`config.mk`:
```
export PLATFORM = sky130hd
export DESIGN_NAME = apb_arbiter_2to1
export DESIGN_NICKNAME = d
export VERILOG_FILES = /design/src/rtl/apb_arbiter_2to1.sv
export SDC_FILE = /design/constraint.sdc
export NUM_CORES = 1
export LEC_CHECK = 0
export CAP_MARGIN = 20
export CORE_AREA = 5 5 114 116
export DETAILED_ROUTE_END_ITERATION = 6
export DIE_AREA = 0 0 119 121
export GPL_ROUTABILITY_DRIVEN = 0
export SKIP_CTS_REPAIR_TIMING = 1
export SYNTH_ARGS = -nofsm -noshare
export SYNTH_HDL_FRONTEND = slang
export SYNTH_SLANG_ARGS = --single-unit
```
`constraint.sdc`:
```
create_clock -name clk -period 1.6 [get_ports clk]
set_clock_uncertainty 0.15 [all_clocks]
set_input_delay 0.16 -clock clk [delete_from_list [all_inputs] [get_ports clk]]
set_output_delay 0.16 -clock clk [all_outputs]
set_load 0.02 [all_outputs]
```
`src/rtl/apb_arbiter_2to1.sv`:
```
`default_nettype none
// ============================================================================
// Module   : apb_arbiter_2to1
// Brief    : Round-robin 2:1 APB arbiter; replays SETUP/ACCESS downstream for
//            the granted requester and stalls the other via pready low.
// Revision : 1.0
// ============================================================================
module apb_arbiter_2to1 #(
    parameter int ADDR_WIDTH = 32,
    parameter int DATA_WIDTH = 32
) (
    input  logic                  clk,
    input  logic                  rst,
    input  logic                  m0_psel,
    input  logic                  m0_penable,
    input  logic                  m0_pwrite,
    input  logic [ADDR_WIDTH-1:0] m0_paddr,
    input  logic [DATA_WIDTH-1:0] m0_pwdata,
    output logic                  m0_pready,
    output logic [DATA_WIDTH-1:0] m0_prdata,
    input  logic                  m1_psel,
    input  logic                  m1_penable,
    input  logic                  m1_pwrite,
    input  logic [ADDR_WIDTH-1:0] m1_paddr,
    input  logic [DATA_WIDTH-1:0] m1_pwdata,
    output logic                  m1_pready,
    output logic [DATA_WIDTH-1:0] m1_prdata,
    output logic                  outp_psel,
    output logic                  outp_penable,
    output logic                  outp_pwrite,
    output logic [ADDR_WIDTH-1:0] outp_paddr,
    output logic [DATA_WIDTH-1:0] outp_pwdata,
    input  logic                  outp_pready,
    input  logic [DATA_WIDTH-1:0] outp_prdata
);

    typedef enum logic [1:0] {
        ST_IDLE   = 2'd0,
        ST_SETUP  = 2'd1,
        ST_ACCESS = 2'd2
    } state_t;

    state_t r_state;
    state_t w_state_nxt;
    logic   r_grant;
    logic   r_last_grant;
    logic   w_grant_nxt;
    logic   w_last_grant_nxt;
    logic   w_done;

    always_ff @(posedge clk) begin
        if (rst) begin
            r_state      <= ST_IDLE;
            r_grant      <= 1'b0;
            r_last_grant <= 1'b1;
        end else begin
            r_state      <= w_state_nxt;
            r_grant      <= w_grant_nxt;
            r_last_grant <= w_last_grant_nxt;
        end
    end

    always_comb begin
        w_state_nxt      = r_state;
        w_grant_nxt      = r_grant;
        w_last_grant_nxt = r_last_grant;
        outp_psel        = 1'b0;
        outp_penable     = 1'b0;
        w_done           = 1'b0;
        case (r_state)
            ST_IDLE: begin
                // On a tie the requester not served last wins.
                if (m0_psel && m1_psel) begin
                    w_grant_nxt = ~r_last_grant;
                end else if (m0_psel) begin
                    w_grant_nxt = 1'b0;
                end else if (m1_psel) begin
                    w_grant_nxt = 1'b1;
                end
                if (m0_psel || m1_psel) begin
                    w_state_nxt = ST_SETUP;
                end
            end
            ST_SETUP: begin
                outp_psel   = 1'b1;
                w_state_nxt = ST_ACCESS;
            end
            ST_ACCESS: begin
                outp_psel    = 1'b1;
                outp_penable = 1'b1;
                if (outp_pready) begin
                    w_done           = 1'b1;
                    w_last_grant_nxt = r_grant;
                    w_state_nxt      = ST_IDLE;
                end
            end
            default: begin
                w_state_nxt = ST_IDLE;
            end
        endcase
    end

    always_comb begin
        outp_pwrite = 1'b0;
        outp_paddr  = '0;
        outp_pwdata = '0;
        if (r_state != ST_IDLE) begin
            outp_pwrite = r_grant ? m1_pwrite : m0_pwrite;
            outp_paddr  = r_grant ? m1_paddr  : m0_paddr;
            outp_pwdata = r_grant ? m1_pwdata : m0_pwdata;
        end
    end

    // A requester that abandoned its transfer (psel/penable low) gets no pready.
    assign m0_pready = w_done & ~r_grant & m0_psel & m0_penable;
    assign m1_pready = w_done &  r_grant & m1_psel & m1_penable;

    assign m0_prdata = ((r_state == ST_ACCESS) && !r_grant) ? outp_prdata : '0;
    assign m1_prdata = ((r_state == ST_ACCESS) &&  r_grant) ? outp_prdata : '0;

endmodule
`default_nettype wire

```
==> reports/results.ini, run 1 <==
[synth]
ys_seq_elements = 4
syn_area_um2 = 1800
ys_types = 24
netlist_instances = 249
netlist.area_leader.share_pct = 36.7
ys.warnings.count = 0
synth_seq_area_share_pct = 4.45
synthTopCellsByArea = mux2i_1, nor2_1, and2_1
yosysTopAreaCell = mux2i_1
syn_nets = 421
syn_area_per_cell_um2 = 7.23

[flow_run]
drv_cap = 0

[pwr]
power_mw = 2.89
p_per_area_nw_per_um2 = 535
max-vdd-ir-drop_uv = 254
p_leak_nw = 2.41

[global_routing]
gr-usage-met2_pct = 26.2
grt_use_met1_pct = 12.7
overflow = 0
grt_pass1_wl_um = 15600
grt_start_max_net_pins = 60
grt_pass1_vias = 3005
met3_usage_pct = 6.15
antenna_found_initial = 0
grt_usage_pct = 13.3
busiest_layer = met2

[sta]
setup_viol = 126
fmax_mhz = 575
worst_slew_pin_slew_ps = 240
drv_slew = 0
relSlewSlack_pct = 83.7
timing.final.ws_setup_ps = -139
rsz0062_at_grt = yes
hold_viol = 0
fin_crit_ps = 1740
final.setup.tns_ps = -10040
fin_crit_sh_pct = 109

[placement]
placedInstanceArea_um2 = 5000
numPortBuffers = 301
dpl.hpwl_um = 9030

[floorplanning]
fp.coreArea_um2 = 11800
dieWidth_um = 119
die-area_um2 = 14400
start_util_pct = 15.2
std_cell_rows = 40
top_level_ports = 302
fp.dieH_um = 121

[outcome]
violations = setup timing
status = complete, but fails checks

[drt]
detail_route.iter0.violations = 45
drc_errors = 0
vias = 2950
drtAntennaViolNets = 0
wl_per_cell_um = 17.3
via_per_inst = 4.20
wl_um = 12200
firstDrtPassIters = 4

[worst_setup_path]
endpoint_kind = output port
path_class = register to output port
cp.arrival_ps = 1430
critPathRequiredTime_ps = 1290
cp-start-kind = register
worst-path-max-fanout = 22

[clock_tree]
cts_num_sinks = 4
cts-root-buf = clkbuf_16
clk_pin_slew_ps = 30
cts_tree = yes
htreeDepth = 1
insertion_delay_ps = 230
cts_buffers = 3
clk_path_buf_depth = 2

[cells_and_area]
drive_above_1_share_pct = 46.8
final_area_um2 = 5410
nets = 729
antennaDiodeCount = 0
fill_cells = 1205
area_growth_pct = 201

[worst_hold_path]
min_path_type = register to register

-- worst max-delay path: stages (launching register included) --
cell       delay, ps
dfxtp_2          330
inv_2             50
buf_6            120
ha_4             200
clkbuf_16        200
nor2_2           130
buf_4            150
-- routing by layer --
metal  vias up  wire length [um]
met5         -                 0
met4         0                93
met3         6               972
met2       150              6620
met1      1341              4500
li1       1453                 -
-- through the flow --
step                      cells  setup WS [ps]  hold WS, ps  util, %
after floorplan             249          -32.8         79.5        -
after global placement      685           -409          377     42.4
after detailed placement    685           -443          386     42.4
after CTS                   689           -681          393     43.0
after global routing        703           -206          446     45.8
final                       703           -139          390     45.8
-- layout make-up --
class	instances	area [um^2]	share of cell area, %
repair buffers	329	3280	60.5
multi-input cells	217	1780	32.8
well taps	147	184	3.40
flip-flops and latches	4	86.3	1.60
clock buffers	4	78.8	1.46
inverters	2	10.0	0.185
-- cell families after synthesis --
kind of cell    share of synthesized area (%)
fa+ha+maj                                2.09
mux                                      36.7
compound gates                           2.23
flops                                    4.45
simple gates                             40.4
buf+inv                                  14.1
-- where the power goes --
part	total (mW)	internal, mW	switching (mW)
logic	2.36	1.26	1.09
registers	0.131	0.112	0.0188
clock network	0.406	0.330	0.0766
total	2.89	1.70	1.19
-- path summary, 6_finish.rpt --
kind	from	to	slack (ps)	cells past startpoint
worst max-delay path	r_state[0]	outp_pwdata[7]	-140	6
worst min register to register	r_last_grant	r_grant	390	3
worst max register to register	r_state[1]	r_grant	140	7
worst min-delay path	r_last_grant	r_grant	390	3
-- synth_stat cells --
| cell type | number |
|---|---|
| a21boi_0 | 1 |
| a21oi_2 | 1 |
| a311o_1 | 1 |
| a32oi_1 | 1 |
| and2_1 | 32 |
| and2b_1 | 1 |
| and2b_4 | 1 |
| and3_1 | 32 |
| and4_1 | 1 |
| buf_12 | 6 |
| buf_2 | 8 |
| buf_6 | 4 |
| buf_8 | 1 |
| clkbuf_1 | 7 |
| dfxtp_1 | 4 |
| ha_1 | 3 |
| inv_1 | 2 |
| mux2i_1 | 66 |
| nand2_1 | 3 |
| nand2b_1 | 2 |
| nand3_1 | 1 |
| nor2_1 | 69 |
| nor3b_2 | 1 |
| o21ai_1 | 1 |
-- cells in the final DEF (no fill, tap or decap), types with 5 or more instances in the layout --
cell	count
nor2_4	7
mux2i_4	6
clkdlybuf4s50_1	168
nor2_1	50
and2_4	21
and3_2	24
clkbuf_16	9
buf_6	52
and3_4	5
and2_2	10
mux2i_1	58
buf_12	5
buf_4	71
nor2_2	12
buf_2	13
clkbuf_2	7
-- registers in the layout, indices dropped and copies added, names as in the netlist --
signal / flops
r_state: 2
r_last_grant: 1
r_grant: 1
No activity file was read; power rests on OpenSTA's default activity.
==> inputs of run 2 (changes only) <==
Settings changed: CTS_CLUSTER_SIZE from default to 40.
==> results of run 2 <==
Final layout, timing and power as in run 1 (identical DEF).
==> inputs of run 3 (changes only) <==
Settings changed: CORE_AREA 5 5 114 116 to 2 2 118 120, DIE_AREA 0 0 119 121 to 0 0 120 122.
==> reports/results.ini, run 3 (synthesis results as in run 1) <==
[outcome]
status = complete, but fails checks  ; unchanged
violations = setup timing  ; unchanged

[cells_and_area]
final_area_um2 = 5700  ; was 5410 um^2
final_common_cell = clkdlybuf4s50_1  ; unchanged
fill_cells = 1350  ; was 1205
layout_top_registers = r_state: 2 flops, r_grant: 1 flops, r_last_grant: 1 flops  ; unchanged
top_register = r_state  ; unchanged
antennaDiodeCount = 0  ; unchanged
post-route-util_pct = 42.2  ; was 45.8%
layoutNonFillerInstCount = 745  ; was 703
nets = 738  ; was 729
area_growth_pct = 217  ; was 201%
largest_reg_flops = 2  ; unchanged
drive_above_1_share_pct = 48.3  ; was 46.8%
final_cell_mix = clkdlybuf4s50_1, buf_4, buf_6  ; was clkdlybuf4s50_1, buf_4, mux2i_1

[placement]
dpl.hpwl_um = 8530  ; was 9030 um
dp_slack_ps = -413  ; was -443 ps
place_inst = 722  ; was 685
placedInstanceArea_um2 = 5110  ; was 5000 um^2
numPortBuffers = 301  ; unchanged

[pwr]
max-vdd-ir-drop_uv = 317  ; was 254 uV
p_leak_nw = 2.55  ; was 2.41 nW
p_per_area_nw_per_um2 = 529  ; was 535 nW/um^2
power_mw = 3.01  ; was 2.89 mW

[clock_tree]
clk_pin_slew_ps = 30  ; about the same
clk_path_buf_depth = 2  ; unchanged
cts_num_sinks = 4  ; unchanged
cts-root-buf = clkbuf_16  ; unchanged
htreeDepth = 1  ; unchanged
cts_tree = yes  ; unchanged
cts_buffers = 3  ; unchanged
insertion_delay_ps = 220  ; was 230 ps

[sta]
setup_viol = 132  ; was 126
fmax_mhz = 566  ; was 575 MHz
timing.final.ws_setup_ps = -168  ; was -139 ps
fin_crit_sh_pct = 111  ; was 109%
relSlewSlack_pct = 80.5  ; was 83.7%
whs_ps = 402  ; was 390 ps
drv_slew = 0  ; unchanged
final.setup.tns_ps = -14480  ; was -10040 ps
rsz0062_at_grt = yes  ; unchanged
fin_crit_ps = 1770  ; was 1740 ps
worst_slew_pin_slew_ps = 285  ; was 240 ps
hold_viol = 0  ; unchanged

[drt]
drtAntennaViolNets = 0  ; unchanged
firstDrtPassIters = 5  ; was 4
detail_route.iter0.violations = 54  ; was 45
wl_um = 11400  ; was 12200 um
via_per_inst = 4.04  ; was 4.20
drc_errors = 0  ; unchanged
vias = 3013  ; was 2950
wl_per_cell_um = 15.3  ; was 17.3 um

[floorplanning]
dieWidth_um = 120  ; was 119 um
start_util_pct = 13.3  ; was 15.2%
top_level_ports = 302  ; unchanged
fp.dieH_um = 122  ; was 121 um
std_cell_rows = 43  ; was 40
fp.coreArea_um2 = 13500  ; was 11800 um^2
die-area_um2 = 14600  ; was 14400 um^2

[worst_setup_path]
cpPeakStageDelay_ps = 320  ; was 330 ps
worst-path-max-fanout = 7  ; was 22
critPathSlowestCell = dfxtp_2  ; unchanged
endpoint_kind = output port  ; unchanged
crit_path_frequent_cell = buf_6
critPathRequiredTime_ps = 1290  ; about the same
path_cells = inv_2 > ha_4 > and2b_4 > buf_6 > and2_2 > buf_6  ; was inv_2 > buf_6 > ha_4 > clkbuf_16 > nor2_2 > buf_4
cp.arrival_ps = 1460  ; was 1430 ps
cp-start-kind = register  ; unchanged
path_class = register to output port  ; unchanged

[global_routing]
grt_start_max_net_pins = 39  ; was 60
grt_pass1_wl_um = 14600  ; was 15600 um
grt_pass1_vias = 2903  ; was 3005
overflow = 0  ; unchanged
antenna_found_initial = 0  ; unchanged
grt_usage_pct = 12.3  ; was 13.3%

[worst_hold_path]
min_path_type = register to register  ; unchanged

[flow_run]
drv_cap = 0  ; unchanged

run 3: changes by cell type in the layout (fill, tap and decap cells not counted), moves of 6 or more:
cell,delta
nor2_2,-7
buf_4,-6
nor2_4,+8
buf_6,+7
mux2i_4,+7
mux2i_1,-6
run 3: final timing paths:
check	start	end	slack [ps]	cells after the start
setup / recovery	r_state[0]	m0_prdata[4]	-170	6
hold / removal	r_last_grant	r_grant	400	3
setup reg to reg	r_state[0]	r_grant	-50	8
hold reg to reg	r_last_grant	r_grant	400	3
run 3: worst max-delay path: cells and delay by family, from the launching register on:
family	cells	cell delay (ps)
adders and majority gates	1	170
buffers and inverters	3	330
DFF	1	320
and+or+nand+nor	2	400
run 3: routing by layer:
layer	wire [um]	GRT usage (%)	share of wire, %	vias up
met1	3870	12.5	34	1379
met3	837	3.00	7.3	8
li1	-	-	-	1484
met4	105	2.06	0.92	0
met5	0	0	0	-
met2	6600	25.3	58	142
run 3: area by class of cell:
type	count	area [um^2]	area share, %
sequential	4	88.8	1.56
tap	180	225	3.95
timing repair buffer	337	3400	59.6
inverter	2	10.0	0.176
multi-input combinational	218	1900	33.3
clock buffer	4	78.8	1.38
run 3: power by group:
part / switching [mW] / internal (mW)
clock network: 0.0726 / 0.329
registers: 0.0108 / 0.112
logic: 1.15 / 1.34
